<file path="config.mk">
export PLATFORM = sky130hd
export DESIGN_NAME = mem_stage
export DESIGN_NICKNAME = d
export VERILOG_FILES = /design/src/rtl/mem_stage_pkg.sv /design/src/rtl/mem_align.sv /design/src/rtl/mem_stage.sv
export SDC_FILE = /design/constraint.sdc
export NUM_CORES = 1
export LEC_CHECK = 0
export BUFFER_PORTS_ARGS = -buffer_cell sky130_fd_sc_hd__buf_2
export CORE_UTILIZATION = 50
export DETAILED_ROUTE_END_ITERATION = 8
export PLACE_DENSITY = 0.79
export SYNTH_ARGS = -nofsm -noshare
export SYNTH_HDL_FRONTEND = slang
export SYNTH_HIERARCHICAL = 1
export SYNTH_SLANG_ARGS = --single-unit
</file>
<file path="constraint.sdc">
create_clock -name clk -period 10.72 [get_ports clk]
set_clock_uncertainty 0.15 [all_clocks]
set_input_delay 0.536 -clock clk [delete_from_list [all_inputs] [get_ports clk]]
set_output_delay 0.536 -clock clk [all_outputs]
set_load 0.005 [all_outputs]
</file>
<file path="src/rtl/mem_stage_pkg.sv">
// Shared definitions for the memory stage: bus widths, the execute-stage
// `through` field layout, access-size encodings and FSM state encoding.
package mem_stage_pkg;

  localparam int EXE_BUS_W = 80;
  localparam int WB_BUS_W  = 38;

  typedef enum logic [1:0] {
    SZ_BYTE     = 2'b00,
    SZ_HALF     = 2'b01,
    SZ_WORD     = 2'b10,
    SZ_WORD_ALT = 2'b11
  } size_e;

  // Bit layout of through[15:0], MSB first.
  typedef struct packed {
    logic       mem_read;
    logic       mem_write;
    size_e      size;
    logic       signed_load;
    logic       reg_write;
    logic [4:0] dest;
    logic [4:0] rsvd;
  } through_t;

  typedef enum logic {
    S_IDLE = 1'b0,
    S_WAIT = 1'b1
  } state_e;

endpackage

</file>
<file path="src/rtl/mem_align.sv">
// Combinational lane logic: store byte enables and data replication,
// misalignment detection, and load lane extraction with extension.
module mem_align
  import mem_stage_pkg::*;
(
  input  size_e       st_size,
  input  logic [1:0]  st_addr,
  input  logic [31:0] st_data,
  output logic [3:0]  st_be,
  output logic [31:0] st_wdata,
  output logic        misaligned,
  input  size_e       ld_size,
  input  logic [1:0]  ld_addr,
  input  logic        ld_signed,
  input  logic [31:0] ld_rdata,
  output logic [31:0] ld_data
);

  logic [31:0] ld_shifted;

  always_comb begin
    // NOTE: every output gets a default first so no path leaves a latch.
    st_be      = 4'b1111;
    st_wdata   = st_data;
    misaligned = 1'b0;
    unique case (st_size)
      SZ_BYTE: begin
        st_be    = 4'b0001 << st_addr;
        st_wdata = {4{st_data[7:0]}};
      end
      SZ_HALF: begin
        st_be      = 4'b0011 << st_addr;
        st_wdata   = {2{st_data[15:0]}};
        misaligned = st_addr[0];
      end
      default: misaligned = |st_addr;
    endcase
  end

  // Bring the addressed lane down to bit 0 before extending.
  assign ld_shifted = ld_rdata >> {ld_addr, 3'b000};

  always_comb begin
    ld_data = ld_shifted;
    unique case (ld_size)
      SZ_BYTE: ld_data = {{24{ld_signed & ld_shifted[7]}}, ld_shifted[7:0]};
      SZ_HALF: ld_data = {{16{ld_signed & ld_shifted[15]}}, ld_shifted[15:0]};
      default: ld_data = ld_shifted;
    endcase
  end

endmodule

</file>
<file path="src/rtl/mem_stage.sv">
// Memory pipeline stage: issues loads/stores over a req/ack port, stalls
// upstream while an access is outstanding and emits a registered WB bus.
module mem_stage
  import mem_stage_pkg::*;
#(
  parameter int unsigned TIMEOUT = 255
) (
  input  logic                 clk,
  input  logic                 rst,
  input  logic [EXE_BUS_W-1:0] EXE_MEM_BUS,
  input  logic                 in_valid,
  output logic                 in_ready,
  output logic                 dmem_req,
  output logic                 dmem_we,
  output logic [29:0]          dmem_addr,
  output logic [3:0]           dmem_be,
  output logic [31:0]          dmem_wdata,
  input  logic [31:0]          dmem_rdata,
  input  logic                 dmem_ack,
  output logic [WB_BUS_W-1:0]  MEM_WB_BUS,
  output logic                 out_valid,
  output logic                 addr_err,
  output logic                 bus_err
);

  localparam int CW = (TIMEOUT < 2) ? 1 : $clog2(TIMEOUT + 1);

  through_t    th;
  logic [31:0] alu_data;
  logic [31:0] out_data;
  logic        fire;
  logic        is_mem;
  logic        unused_rsvd;

  state_e      state;
  logic [CW-1:0] cnt;
  logic        timeout_hit;
  size_e       ld_size_q;
  logic [1:0]  ld_addr_q;
  logic        ld_signed_q;
  logic        reg_write_q;
  logic [4:0]  dest_q;

  logic [3:0]  st_be;
  logic [31:0] st_wdata;
  logic        misaligned;
  logic [31:0] ld_data;

  assign th          = through_t'(EXE_MEM_BUS[79:64]);
  assign alu_data    = EXE_MEM_BUS[63:32];
  assign out_data    = EXE_MEM_BUS[31:0];
  assign unused_rsvd = ^th.rsvd;

  assign in_ready    = (state == S_IDLE);
  assign fire        = in_valid && in_ready;
  assign is_mem      = th.mem_read || th.mem_write;
  // Ack has priority over this, so an ack on the last allowed cycle completes normally.
  assign timeout_hit = (TIMEOUT != 0) && ((32'(cnt) + 32'd1) == TIMEOUT);

  mem_align u_align (
    .st_size    (th.size),
    .st_addr    (alu_data[1:0]),
    .st_data    (out_data),
    .st_be      (st_be),
    .st_wdata   (st_wdata),
    .misaligned (misaligned),
    .ld_size    (ld_size_q),
    .ld_addr    (ld_addr_q),
    .ld_signed  (ld_signed_q),
    .ld_rdata   (dmem_rdata),
    .ld_data    (ld_data)
  );

  // NOTE: sequential state uses non-blocking assignments only, so every
  // register samples the pre-edge values regardless of statement order.
  always_ff @(posedge clk or posedge rst) begin
    if (rst) begin
      state       <= S_IDLE;
      cnt         <= '0;
      dmem_req    <= 1'b0;
      dmem_we     <= 1'b0;
      dmem_addr   <= '0;
      dmem_be     <= '0;
      dmem_wdata  <= '0;
      MEM_WB_BUS  <= '0;
      out_valid   <= 1'b0;
      addr_err    <= 1'b0;
      bus_err     <= 1'b0;
      ld_size_q   <= SZ_BYTE;
      ld_addr_q   <= '0;
      ld_signed_q <= 1'b0;
      reg_write_q <= 1'b0;
      dest_q      <= '0;
    end else begin
      out_valid <= 1'b0;
      addr_err  <= 1'b0;
      bus_err   <= 1'b0;
      unique case (state)
        S_IDLE: begin
          if (fire) begin
            if (is_mem && misaligned) begin
              out_valid  <= 1'b1;
              addr_err   <= 1'b1;
              MEM_WB_BUS <= {1'b0, th.dest, 32'h0};
            end else if (is_mem) begin
              // A read+write op is a store; byte enables are only driven for stores.
              dmem_req    <= 1'b1;
              dmem_we     <= th.mem_write;
              dmem_addr   <= alu_data[31:2];
              dmem_be     <= th.mem_write ? st_be : 4'b0000;
              dmem_wdata  <= st_wdata;
              ld_size_q   <= th.size;
              ld_addr_q   <= alu_data[1:0];
              ld_signed_q <= th.signed_load;
              reg_write_q <= th.reg_write;
              dest_q      <= th.dest;
              cnt         <= '0;
              state       <= S_WAIT;
            end else begin
              out_valid  <= 1'b1;
              MEM_WB_BUS <= {th.reg_write, th.dest, out_data};
            end
          end
        end
        S_WAIT: begin
          if (dmem_ack) begin
            dmem_req   <= 1'b0;
            out_valid  <= 1'b1;
            MEM_WB_BUS <= dmem_we ? {1'b0, dest_q, 32'h0}
                                  : {reg_write_q, dest_q, ld_data};
            cnt        <= '0;
            state      <= S_IDLE;
          end else if (timeout_hit) begin
            dmem_req   <= 1'b0;
            out_valid  <= 1'b1;
            bus_err    <= 1'b1;
            MEM_WB_BUS <= {1'b0, dest_q, 32'h0};
            cnt        <= '0;
            state      <= S_IDLE;
          end else begin
            cnt <= cnt + 1'b1;
          end
        end
        default: state <= S_IDLE;
      endcase
    end
  end

endmodule

</file>
### Word level (Yosys, flattened, before mapping)

Index checks and enable logic that the tools add are counted.

| storage, ports and cells | value |
|---|---|
| flip-flop bits (word level) | 129 |
| output and inout bits | 110 |
| logic and storage cells | 84 |

| cells by class | value |
|---|---|
| $add $sub $neg | 2 |
| equal/unequal tests | 8 |
| shifts and indexed selects | 3 |
| muxes and demuxes | 41 |
| bitwise logic cells | 4 |
| reductions and logical operators | 10 |

Operators by type and width:

| operator | number |
|---|---|
| two-way mux 38 bit | 6 |
| case mux 32 bit (2 select lines) | 2 |
| case mux 38 bit (2 select lines) | 1 |
| two-way mux 8 bit | 5 |
| >> shifter 32 x 5 -> 32 bit | 1 |
| two-way mux 1 bit | 20 |
| case mux 8 bit (2 select lines) | 1 |
| adder 8 x 1 -> 9 bit (second input constant) | 1 |
| equality test 9 x 8 -> 1 bit (second input constant) | 1 |
| adder 8 x 1 -> 8 bit (second input constant) | 1 |
| case mux 1 bit (2 select lines) | 4 |
| case mux 4 bit (2 select lines) | 1 |
| AND reduction 4 bit | 2 |
| != test 3 x 2 -> 1 bit (second input constant) | 2 |
| AND reduction 3 bit | 2 |
| equality test 2 x 1 -> 1 bit (second input constant) | 2 |
| logical NOT 2 bit | 2 |
| two-way mux 4 bit | 1 |
| != test 2 x 1 -> 1 bit (second input constant) | 2 |
| left shift 1 x 2 -> 4 bit (first input constant) | 1 |
| left shift 2 x 2 -> 4 bit (first input constant) | 1 |
| bitwise AND 1 bit | 2 |
| logical AND 1 bit | 2 |
| != test 2 bit (second input constant) | 1 |
| 3 further kinds | 4 |

### Depth between registers and ports, before layout

Gate-level depths: netlist (run 1).

| depth | value |
|---|---|
| depth after elaboration | 6 |
| mapped depth | 10 |
| depth with buffers taken out | 7 |

### By module

The synthesis (run 1) kept the hierarchy.

By module, submodules not included:

| module | instances | cells an instance | area an instance (um2) | sequential area each (um2) |
|---|---|---|---|---|
| mem_stage | 1 | 545 | 5492.8 | 3228.1 |
| mem_align | 1 | 170 | 1281.2 | 0.0 |

### Least setup slack after synthesis (run 1)

No wires, ideal clock.

| timing | value |
|---|---|
| path type | in2reg |
| start point | input port EXE_MEM_BUS[77] |
| end point | register MEM_WB_BUS[32] |
| setup time | 125 ps |
| arrival | 2217 ps |
| required time | 10445 ps |
| slack | 8228 ps |
| cell stages on the path | 9 |
| path buffers | 3 |
| cell sequence | buf_2 -> clkbuf_1 -> o21ai_0 -> nand2_1 -> o21bai_1 -> a21oi_1 -> o21ba_4 -> buf_8 -> mux2_4 |

| on the way | value |
|---|---|
| longest elaborated chain between the ends | 6 |
| elaborated cells on any way between the ends | 9 |
| those cells by class | eq/ne (2); mux (4); reduce/logical (3) |

RTL lines:

| what | line | source |
|---|---|---|
| start, declared | mem_stage.sv:10 | `input logic [EXE_BUS_W-1:0] EXE_MEM_BUS,` |
| equality test 2 x 1 -> 1 bit / logical NOT 2 bit (equally long branches) | mem_align.sv:26 | `unique case (st_size)` |
| case mux 1 bit (2 select lines) * | mem_align.sv:26 |  |
| via misaligned | mem_stage.sv:46 | `logic misaligned;` |
| logical AND 1 bit * | mem_stage.sv:101 | `if (is_mem && misaligned) begin` |
| two-way mux 38 bit | mem_stage.sv:101 |  |
| two-way mux 38 bit | mem_stage.sv:100 | `if (fire) begin` |
| case mux 38 bit (2 select lines) | mem_stage.sv:98 | `unique case (state)` |
| end signal, assigned | mem_stage.sv:104 | `MEM_WB_BUS <= {1'b0, th.dest, 32'h0};` |
| end signal, assigned | mem_stage.sv:121 | `MEM_WB_BUS <= {th.reg_write, th.dest, out_data};` |
| end signal, assigned | mem_stage.sv:129 | `MEM_WB_BUS <= dmem_we ? {1'b0, dest_q, 32'h0}` |
| end, declared | mem_stage.sv:20 | `output logic [WB_BUS_W-1:0] MEM_WB_BUS,` |

The timed path passes the listed nets; every way through them passes the cells marked *. The select of a mux whose other input is x is not followed.
A chain may end at the register's enable or synchronous reset.

### Final worst setup path (run 1)

| timing | value |
|---|---|
| start point | register ld_addr_q[1] |
| end point | register MEM_WB_BUS[18] |

| on the way | value |
|---|---|
| longest elaborated chain between the ends | 6 |
| elaborated cells on any way between the ends | 7 |
| those cells by class | shift (1); mux (4); bitwise (2) |

RTL lines:

| what | line | source |
|---|---|---|
| start, declared | mem_stage.sv:39 | `logic [1:0] ld_addr_q;` |
| start signal, assigned | mem_stage.sv:113 | `ld_addr_q <= alu_data[1:0];` |
| >> shifter 32 x 5 -> 32 bit * | mem_align.sv:41 | `assign ld_shifted = ld_rdata >> {ld_addr, 3'b000};` |
| bitwise AND 1 bit (on tied branches) | mem_align.sv:47, mem_align.sv:46 |  |
| case mux 32 bit (2 select lines) * | mem_align.sv:45 | `unique case (ld_size)` |
| via ld_data[18] | mem_stage.sv:47 | `logic [31:0] ld_data;` |
| two-way mux 38 bit * | mem_stage.sv:129 |  |
| two-way mux 38 bit * | mem_stage.sv:126 | `if (dmem_ack) begin` |
| case mux 38 bit (2 select lines) * | mem_stage.sv:98 |  |
| end signal, assigned | mem_stage.sv:104 |  |
| end signal, assigned | mem_stage.sv:129 |  |
| end signal, assigned | mem_stage.sv:137 | `MEM_WB_BUS <= {1'b0, dest_q, 32'h0};` |

The timed path passes the listed nets; every way through them passes the cells marked *.

==> metrics list, run 1 <==
* Status: finished with violations
- Failing checks: hold timing
- The initial utilization of the core area, before any placement, comes to 51.2%.
* DR vias: 6106
- The number of max-slew violations in the final report came to 0.
- Area leader, netlist: dfrtp_1
* Maximum buffer depth of the clock tree: 2
- Data on the critical path is required at its endpoint by 10.85 ns.
- The layout has 1127 filler cells.
- Fmax: 327 MHz
- Final Hold Fails: 6
- Final setup violation count: 0
- The number of antenna violations at the first check in global routing came to 1.
- After floorplanning, the core was sized to cover 0.0132 mm2.
* Worst path top cell family by delay: flip-flops
- After detailed routing, the number of remaining DRC violations is 0.
- In this run the vertical extent of the chip is 118 um.
- Port-buffer cells: 220
- For this design, the sink count on the clock tree is 129.
* Post-synthesis cell type count: 58
- Total routed wirelength: 19900 um
* Leakage Power: 4.31 nW
* Category of the worst setup path launch point: flip-flop
- Clock tree from TritonCTS: done
- Global routing consumed, over all layers together, 29.7% of the routing resources.
* Cell count after synthesis: 715
* Final-stage net count: 1018
* Kind of critical path: reg2reg
- Share of synthesized area occupied by flip-flops and latches: 47.7%
* Post-synth EDFFs: 0
* Library cell with the highest instance count after synthesis: nand2_1
* Commonest cells in the synthesized netlist: nand2_1, dfrtp_1, a221oi_1
- In this run the power density over the cells is 214 mW/mm2.
- Using the TritonRoute via totals, the vias-per-cell ratio works out to 5.60.
* Share of the core filled with cells in the final layout: 63.6%
- Syn-to-layout area delta: 24.3%
* Setup repair after global routing missed its margin: no
- Proportion of register bits with asynchronous set or reset after synthesis: 100%
- Hold slack: -0.00718 ns
* Worst voltage drop across the vdd grid: 0.137 mV
* Combined area of all synthesized cells: 0.00677 mm2
- In this run, post-CTS repair resized a total of 0 instances.
- The largest single stage delay on the critical path is 1.10 ns.
- The floorplan has 42 rows.
* Syn nets: 833
* First-pass GRT wire length: 32000 um
* Max-cap violation count: 0
- At the end of routability-driven placement, the weighted congestion stood at 0.886.
- Total negative setup slack: 0 ns
- The worst path uses 28.5% of the clock period.
* Post-route ant nets: 0
- The total overflow left after global routing is 0.
- Ranked by total cell area, the synthesized netlist is headed by dfrtp_1, nand2_1, a221oi_1, a2bb2oi_1, mux2i_1.
* Max-slew headroom at the worst pin: 22.5%
* Slew at the pin closest to its max-slew limit: 1.16 ns
- The number of clock buffers added by TritonCTS is 17.
- Buffer cell driving the clock tree root: clkbuf_16
- Data arrives at the worst endpoint at 3.18 ns.
* HPWL Detailed: 13300 um
- Clock-pin slew was measured on the worst setup and hold paths at 0.06 ns.
* Ordered cell list for the critical path: mux2i_2 > and2_1 > o22ai_1 > a221oi_1 > a2bb2oi_1
- Worst path buffer plus inverter count: 0
- Subtracting the final worst setup slack from the clock period gives 3.06 ns.
- For this design, the CTS-stage hold fixing added 0 buffers.
- Setup Buffers After CTS: 0
* Kind of capture point of the worst setup path: flip-flop
- Via count of the first global-routing pass: 5878
* Insertion delay of the later-clocked pin in the worst-skew pair: 0.42 ns
- In this run the count of I/O pins placed on the die edge is 226.
* Maximum number of pins on one net before global-route repair: 80
* Number of DRC violations after detailed-routing iteration 0: 677
- Area of the die: 0.0140 mm2
- Hold Path Class: in2async
- Dividing the detail-routed wire length by the instance count gives 18.2 um.
- Fraction of layout cells with a size suffix above 1: 34.8%
* Max Fanout on Critical Path: 29
* Iteration count of the initial detailed-routing pass: 7
- The top cell type by area accounts for 47.7% of the synthesized area.
- For this run, the leading register cell type out of synthesis is dfrtp_1.
* Post-synthesis register bit count: 129
* Mean post-synth cell area: 9.47 um2
- CTS built an H-tree with a depth of 4.
- For this run, the number of Yosys warnings is 6.
- On the critical path, the stage with the largest delay is an instance of dfrtp_1.
- The die is 118 um wide.
-- area by class of cell --
class	instances	area, um2	area share [%]
antenna	1	2.50	0.0297
multi-input combinational	520	3170	37.6
tap	176	220	2.61
clock buffer	18	429	5.10
clock inverter	14	189	2.24
timing repair buffer	229	1170	13.9
inverter	3	16.3	0.193
sequential	129	3230	38.3
-- report_power, final --
part | switching, mW | internal, mW | total [mW]
Sequential | 0.0815 | 0.605 | 0.686
Combinational | 0.267 | 0.239 | 0.506
Clock | 0.222 | 0.388 | 0.610
Total | 0.570 | 1.23 | 1.80
-- worst paths after layout --
kind | startpoint | end | slack [ns] | cells past startpoint
max in group asynchronous | rst | MEM_WB_BUS[31] | 9.04 | 3
worst max-delay path | ld_addr_q[1] | MEM_WB_BUS[18] | 7.66 | 5
worst min-delay path | rst | dmem_wdata[22] | -0.007 | 2
min in group clk | EXE_MEM_BUS[75] | ld_signed_q | 0.15 | 3
worst min register to register | dmem_addr[23] | dmem_addr[23] | 0.32 | 2
worst max register to register | ld_addr_q[1] | MEM_WB_BUS[18] | 7.66 | 5
-- cells by family (layout without fill, tap and decap cells) --
kind of cell,Yosys count,after routing,synth area share [%]
mux,52,52,8.57
flops,129,129,47.7
simple gates,313,313,19.2
fa+ha+maj,2,2,0.369
compound gates,149,149,17.8
xor+xnor,4,4,0.517
other cells,0,1,0
buf+inv,66,264,5.86
-- cell usage in the layout, fill, tap and decap left out, types with 2 or more instances in the layout --
| cell | count |
|---|---|
| a211oi_1 | 8 |
| a21boi_0 | 7 |
| a21oi_1 | 18 |
| a21oi_2 | 2 |
| a221oi_1 | 33 |
| a2bb2oi_1 | 28 |
| a2bb2oi_2 | 5 |
| buf_2 | 220 |
| buf_4 | 9 |
| bufinv_16 | 4 |
| clkbuf_16 | 17 |
| clkinv_2 | 4 |
| clkinv_4 | 2 |
| clkinvlp_4 | 3 |
| dfrtp_1 | 129 |
| ha_1 | 2 |
| inv_1 | 2 |
| inv_6 | 2 |
| mux2_2 | 21 |
| mux2_4 | 6 |
| mux2i_1 | 24 |
| nand2_1 | 254 |
| nand2b_1 | 4 |
| nand3_1 | 7 |
| nor2_1 | 9 |
| nor2_2 | 3 |
| nor2b_1 | 11 |
| nor3_1 | 2 |
| o21a_1 | 4 |
| o21ai_0 | 13 |
| o21ai_1 | 4 |
| o21bai_1 | 3 |
| o22ai_1 | 6 |
| o22ai_2 | 2 |
| o2bb2ai_1 | 8 |
| or2_1 | 3 |
| or2_2 | 8 |
| xnor2_1 | 3 |
-- routing by layer --
layer,track usage [%],part of all wire [%],up-vias
met5,0,0,-
met1,40.3,42,2877
met4,14.3,3.4,0
met2,45.4,46,333
met3,6.13,8.3,50
li1,-,-,2846
-- registers in the layout (all words and copies together), names as in the netlist --
name,flops
ld_addr_q,2
state,1
cnt,8
dmem_be,4
dmem_we,1
MEM_WB_BUS,38
out_valid,1
ld_size_q,2
ld_signed_q,1
bus_err,1
reg_write_q,1
dmem_req,1
dmem_wdata,32
dest_q,5
dmem_addr,30
addr_err,1
-- per-stage QoR --
stage / hold slack, ns / power, mW / area [um2] / cells / setup slack, ns
3_5_place_dp: 0.306 / 1.19 / 7800 / 1057 / 7.38
2_1_floorplan: 0.290 / 0.996 / 6770 / 715 / 6.59
6_report: -0.00718 / 1.80 / 8420 / 1090 / 7.66
4_1_cts: 0.00472 / 1.81 / 8420 / 1089 / 7.70
3_3_place_gp: 0.294 / 1.18 / 7800 / 1057 / 7.40
5_1_grt: 0.0294 / 1.90 / 8420 / 1090 / 7.43
Note: power is estimated with default switching activity, not from simulation.
==> inputs of run 2 (changes only) <==
==> constraint.sdc (replaced) <==
create_clock -name clk -period 3.1 [get_ports clk]
set_clock_uncertainty 0.15 [all_clocks]
set_input_delay 0.155 -clock clk [delete_from_list [all_inputs] [get_ports clk]]
set_output_delay 0.155 -clock clk [all_outputs]
set_load 0.005 [all_outputs]
==> run 2 against run 1 <==
  * The run now ends clean
  * Design area rose by 10%
  * Power increased to 3.6 times the previous value
  * Sequential power increased to 3.4 times the previous value
  * Via count grew 8.0%
  * Clock-buffer cell count rose by 5
  * Combinational power grew to 3.7 times the previous value
  * Sequential cell count is the same
  * Worst setup slack lost 7.1 ns
==> metrics list, run 2 (same netlist as run 1, synthesis figures left out) <==
- The run finished with clean final reports.
- X dimension of the die: 118 um (unchanged)
* Hold Path Class: in2reg
- The total count of hold-check failures in the final report came to 0 (-6).
- Core outline area: 0.0132 mm2 (unchanged)
- The cell row count was 42 (unchanged).
* Final setup violation count: 0 (unchanged)
- The area of all sequential standard cells is 0.00323 mm2 (unchanged).
* Number of DRC violations after detailed-routing iteration 0: 799 (+18%)
- The number of antenna violations at the first check in global routing was 0 (-1).
- Leading cell type in the layout, fill and taps excluded: nand2_1
- The number of inserted filler cells in the final layout was 1008 (-11%).
- The number of I/O pins was 226 (unchanged).
- End of the worst register-to-register path: MEM_WB_BUS[18]
* Buffer cell driving the clock tree root: clkbuf_16
- The vias after detailed routing is 6595 (+8.0%).
* Max-slew headroom at the worst pin: 45.7% (+23 points)
* Total negative setup slack: 0 ns (unchanged)
- Commonest cells after routing, fill and taps aside: nand2_1, buf_2, dfrtp_1, dlygate4sd3_1, a221oi_1
- Startpoint of the most critical hold path: EXE_MEM_BUS[79]
- The power share of the sequential group is 36.0% (-2.1 points).
* Number of flip-flops under the largest register name: 38 (unchanged)
- The largest voltage drop on the vdd net came to 0.405 mV (+190%).
- The critical path starts at EXE_MEM_BUS[32].
* Arrival time at the worst endpoint: 2.66 ns (-0.52 ns)
* Last weighted congestion value of the routability-driven placer: 0.908 (+2.4%)
* Max Fanout on Critical Path: 49 (+69%)
* Inserted Diodes: 0 (-1)
- The worst setup path is captured at a flip-flop.
- Clock input transition at the sequential cells of the worst setup and hold paths: 0.06 ns (about the same)
* Fraction of layout cells with a size suffix above 1: 32.3% (-2.5 points)
- Clock Sink Count: 129 (unchanged)
* Largest reg by FF count: MEM_WB_BUS
- HPWL Detailed: 13700 um (+3.0%)
- The per-cell routed wire length came to 18.5 um (+1.3%).
* Maximum buffer depth of the clock tree: 2 (unchanged)
- Total design power: 6.55 mW (+260%)
* Regs by FF count: MEM_WB_BUS (38), dmem_wdata (32), dmem_addr (30)
- Setup repair after global routing left no endpoint under its margin.
* Source of the worst register-to-register timing path: ld_addr_q[1]
* Max-cap violation count: 0 (unchanged)
* Die height: 118 um (unchanged)
- Gate power share: 28.7% (+0.6 points)
- The data required time of the critical path came to 3.25 ns (-7.60 ns).
- Vias per cell: 5.65 (+0.88%)
- The routed design could run at a clock period as short as 2.51 ns.
* Post-route ant nets: 0 (unchanged)
- Hold slack: 0.0314 ns (+0.0386 ns)
* Total routed wirelength: 21600 um (+8.5%)
- The number of remaining DRC errors was 0 (unchanged).
* Number of cells on the worst reg-to-reg path: 5 (unchanged)
- Critical path destination: dmem_wdata[19]
- Power per unit of standard cell area: 706 mW/mm2 (+230%)
- The number of detailed-routing iterations run before antenna repair came to 6 (-1).
- The switching share of total power is 30.4% (-1.3 points).
* Via count of the first global-routing pass: 6550 (+11%)
- Slew at the pin closest to its max-slew limit: 0.813 ns (-0.349 ns)
- The final layout net count came to 1096 (+7.7%).
* Switch Pwr: 1.99 mW (+250%)
- CTS H-tree lvls: 4 (unchanged)
- Category of the worst setup path launch point: input port
- The area growth from synthesis to layout is 37.1%.
* Initial Utilization: 51.2% (unchanged)
- Port-buffer cells: 220 (unchanged)
- The internal reg-to-reg setup slack came to 0.62 ns (-7.04 ns).
* Pre-CTS setup slack: 0.710 ns (-6.67 ns)
- The number of buffers created by CTS is 17 (unchanged).
- TritonCTS built the clock tree.
* Ratio of final minimum period to clock period: 80.8%
* Fmax: 399 MHz
- Area taken by multi-input logic gates: 0.00317 mm2 (unchanged)
- Remaining Overflow, GRT: 0 (unchanged)
- Int Pwr: 4.56 mW (+270%)
* Maximum number of pins on one net before global-route repair: 50 (-38%)
* Final worst slack: 0.594 ns (-7.07 ns)
* Insertion delay of the later-clocked pin in the worst-skew pair: 0.42 ns (about the same)
- The die area is 0.0140 mm2 (unchanged).
- The total routing usage reported by global routing was 32.0% (+2.3 points).
- Leakage Power: 4.68 nW (+8.6%)
- The global-route wire length before repair came to 34400 um (+7.7%).
* Relative contribution of the clock network to total power: 35.3% (+1.5 points)
- Max Slew Vio Count: 0 (unchanged)
- The critical path is of the in2reg type.
==> run 2: cell count changes in the layout (fill, tap and decap cells not counted), moves of 2 or more <==
cell           change
clkinv_2           -3
inv_6              -2
bufinv_16          +2
clkbuf_1           +2
clkbuf_8           +3
dlygate4sd3_1     +74
buf_12             +3
==> run 2: power by group through the flow <==
stage / sequential (mW) / clock, mW / combinational (mW)
after floorplan: 2.37 / 0 / 1.08
after global placement: 2.36 / 0 / 1.73
after detailed placement: 2.37 / 0 / 1.77
after CTS: 2.36 / 2.33 / 1.86
after global routing: 2.41 / 2.40 / 2.05
final: 2.36 / 2.31 / 1.88
==> run 2: metal layers <==
layer	wire length (um)	track usage [%]	part of all wire [%]
met3	1910	7.82	8.8
met4	1010	17.4	4.7
met5	0	0	0
met1	8400	40.0	39
met2	10200	51.0	48
==> run 2: critical path, stage by stage <==
cell and delay (ns):
dlygate4sd3_1 0.53, buf_2 0.17, o21ai_0 0.28, nand2_1 0.21, or3_2 0.81, buf_12 0.30
nand2_1 0.10, nand2_1 0.06
==> run 2: how the worst min path moves through the flow <==
stage / endpoint / cells after the start / slack (ns)
global placement: MEM_WB_BUS[22] / 2 / 0.18
floorplan: dest_q[0] / 2 / 0.11
finish: addr_err / 3 / 0.03
detailed placement: MEM_WB_BUS[22] / 2 / 0.19
CTS: ld_size_q[0] / 3 / 0.01
global route: addr_err / 3 / 0.05
==> run 2: area by class of cell <==
| cell class | instances | share of cell area [%] |
|---|---|---|
| multi-input cells | 520 | 34.1 |
| flip-flops and latches | 129 | 34.8 |
| inverters | 3 | 0.162 |
| clock inverters | 9 | 2.17 |
| well taps | 176 | 2.37 |
| repair buffers | 307 | 21.3 |
| clock buffers | 23 | 5.15 |
==> run 2: stage by stage <==
stage / std cells / util (%) / instance area, um2
finish: 1167 / 70.1 / 9290
global route: 1167 / 70.1 / 9290
CTS: 1167 / 70.1 / 9290
detailed placement: 1061 / 59.4 / 7870
global placement: 1061 / 59.4 / 7870
floorplan: 715 / - / 6780
==> run 2: timing repair <==
item | 4_1_cts | 5_1_grt
resized for setup | 0 | 0
hold endpoints to repair | 135 | 0
buffers inserted | 0 | 0
hold buffers | 74 | 0
endpoints found under the setup margin | 0 | 0
==> inputs of run 3 (changes only) <==
==> constraint.sdc (replaced) <==
create_clock -name clk -period 2.6 [get_ports clk]
set_clock_uncertainty 0.15 [all_clocks]
set_input_delay 0.13 -clock clk [delete_from_list [all_inputs] [get_ports clk]]
set_output_delay 0.13 -clock clk [all_outputs]
set_load 0.005 [all_outputs]
==> run 3 against run 2 <==
  * Non-clock buffer count rose by 7
  * Via count is essentially flat
  * Register-to-register slack got worse by 0.27 ns
  * Die area is the same
  * Combinational power rose by 21%
  * Worst hold slack improved by 0.0057 ns
  * Sequential cell count did not move
  * Routed wire length decreased by 0.14%
  * Sequential share of layout area about the same
  * Power increased by 15%
  * Sequential power increased by 19%
  * First-iteration DRC count fell by 20%
==> metrics list, run 3 (same netlist as run 1, synthesis figures left out) <==
- The top cell types in the final layout, fill and taps aside, are nand2_1, buf_2, dfrtp_1, dlygate4sd3_1, a221oi_1.
* Hold slack: 0.0370 ns (+0.00565 ns)
* Clock input transition at the sequential cells of the worst setup and hold paths: 0.05 ns (about the same)
- Setup Buffers After CTS: 0 (unchanged)
* Worst voltage drop across the vdd grid: 0.476 mV (+18%)
* Fraction of layout cells with a size suffix above 1: 32.4% (+0.11 points)
* Status: completed
* Fmax: 445 MHz
- The number of flip-flops in the largest register was 38 (unchanged).
* Ports: 226 (unchanged)
* Vias per cell: 5.61 (-0.77%)
- The highest cell delay on the worst timing path was 0.44 ns (-0.37 ns).
- Max-slew headroom at the worst pin: 51.5% (+5.8 points)
- Hold Path Class: in2reg
- HPWL Detailed: 13600 um (-0.49%)
* Total negative setup slack: 0 ns (unchanged)
* Total routed wirelength: 21500 um (-0.14%)
- The worst-margin pin slew was 0.728 ns (-0.0853 ns).
- Final Hold Fails: 0 (unchanged)
- Max-cap violation count: 0 (unchanged)
- Final setup violation count: 0 (unchanged)
- The total overflow reported by the global router is 0 (unchanged).
- Leakage Power: 4.69 nW (+0.16%)
- The data required time of the critical path came to 2.78 ns (-0.47 ns).
- Buffer cell driving the clock tree root: clkbuf_16
- Number of antenna violations at the first check in global routing: 2 (+2)
- The number of DRC markers after the initial detailed-route iteration was 641 (-20%).
- GRT Util Overall: 31.9% (-0.11 points)
- Leading cell type in the layout, fill and taps excluded: nand2_1
* Final critical delay including setup and external delays: 2.25 ns
- The largest individual stage delay along the critical path comes from the cell dfrtp_1.
* DR vias: 6589 (-0.091%)
- Max Slew Vio Count: 0 (unchanged)
- Area of the die: 0.0140 mm2 (unchanged)
- Maximum number of pins on one net before global-route repair: 130 (+160%)
* Syn-to-layout area delta: 37.0% (about the same)
- Final-stage net count: 1103 (+0.64%)
- The buffer levels on the longest clock path is 2 (unchanged).
- The number of inserted filler cells in the final layout is 1012 (+0.40%).
- The number of buffers created by CTS was 17 (unchanged).
* Clock Sink Count: 129 (unchanged)
- The largest registers in the layout are MEM_WB_BUS (38), dmem_wdata (32), dmem_addr (30).
* X dimension of the die: 118 um (unchanged)
- The number of routed nets with antenna violations is 0 (unchanged).
- The cell row count is 42 (unchanged).
- Category of the worst setup path launch point: flip-flop
- The worst setup path is of the reg2reg kind.
* Mean routed wirelength per cell: 18.3 um (-0.82%)
- Ordered cell list for the critical path: ha_1 > xnor2_1 > nor2_1 > o211a_4 > o21ba_4 > buf_12 > a2bb2oi_1
* Insertion delay of the later-clocked pin in the worst-skew pair: 0.42 ns (about the same)
* Iteration count of the initial detailed-routing pass: 5 (-1)
* Arrival time at the worst endpoint: 2.43 ns (-0.23 ns)
- The area of the core region was 0.0132 mm2 (unchanged).
* First-pass GRT wire length: 34500 um (about the same)
* Setup repair after global routing missed its margin: no
- CTS-repair resized insts: 0 (unchanged)
- The worst setup path is captured at a flip-flop.
- TritonCTS built the clock tree.
- The floorplan die height came to 118 um (unchanged).
- Initial Utilization: 51.2% (unchanged)
- CTS H-tree lvls: 4 (unchanged)
- Last weighted congestion value of the routability-driven placer: 0.889 (-2.1%)
- The power per cell area came to 810 mW/mm2 (+15%).
- Residual DRC: 0 (unchanged)
- Counting flops per register, the top entry is MEM_WB_BUS.
* Port-buffer cells: 220 (unchanged)
- The top fanout value on the critical path is 26 (-47%).
* Via count of the first global-routing pass: 6572 (+0.34%)
* Ratio of final minimum period to clock period: 86.4%
## run 3: cell count changes in the layout (fill, tap and decap cells not counted), sizes merged
cell         before  now
dlygate4sd3      74   75
diode             0    2
bufinv            6    3
buf             233  239
clkinvlp          2    1
clkbuf           23   26
## run 3: timing repair
| item | in CTS | in global routing |
|---|---|---|
| endpoints found under the setup margin | 0 | 0 |
| hold buffers | 75 | 0 |
| endpoints found under the hold margin | 239 | 0 |
## run 3: layout make-up
| type | count | area (um2) | area share (%) |
|---|---|---|---|
| flip-flops and latches | 129 | 3230 | 34.8 |
| well taps | 176 | 220 | 2.37 |
| multi-input cells | 520 | 3170 | 34.1 |
| clock buffers | 26 | 499 | 5.38 |
| clock inverters | 5 | 100 | 1.08 |
| inverters | 3 | 15.0 | 0.162 |
| repair buffers | 314 | 2040 | 22.0 |
| diodes | 2 | 5.00 | 0.0539 |
## run 3: per-stage QoR
stage | cells | util [%] | cell area, um2 | power (mW) | worst slack (ns)
after floorplan | 715 | - | 6780 | 4.11 | 0.514
after global placement | 1067 | 59.8 | 7930 | 4.91 | 0.448
after detailed placement | 1067 | 59.8 | 7930 | 4.96 | 0.375
after CTS | 1173 | 70.0 | 9280 | 7.50 | 0.358
after global routing | 1175 | 70.1 | 9280 | 7.91 | 0.250
final | 1175 | 70.1 | 9280 | 7.52 | 0.353
## run 3: worst paths after layout
path / startpoint / to / slack [ns] / cells after the start
worst max-delay path: cnt[0] / MEM_WB_BUS[2] / 0.35 / 7
worst min-delay path: EXE_MEM_BUS[76] / ld_size_q[0] / 0.04 / 4
worst max register to register: cnt[0] / MEM_WB_BUS[2] / 0.35 / 7
worst min register to register: dmem_be[3] / dmem_be[3] / 0.31 / 2
max in group asynchronous: rst / dmem_addr[25] / 1.43 / 4
min in group asynchronous: rst / dmem_wdata[25] / 0.28 / 4
## run 3: metal layers
layer,up-vias,wire length [um],global-route usage [%]
li1,3013,-,-
met1,3133,8760,40.9
met2,373,10100,49.6
met3,70,1830,8.06
met4,0,869,17.0
met5,-,0,0
## run 3: critical path, delay by kind of cell (launching register included)
kind | cells | cell delay (ns)
compound gates | 3 | 0.76
flops | 1 | 0.44
fa+ha+maj | 1 | 0.27
buf+inv | 1 | 0.23
simple gates | 1 | 0.17
xor+xnor | 1 | 0.14
## run 3: power breakdown
group | switching, mW | internal, mW
logic | 1.18 | 1.10
clock network | 0.834 | 1.60
registers | 0.302 | 2.50
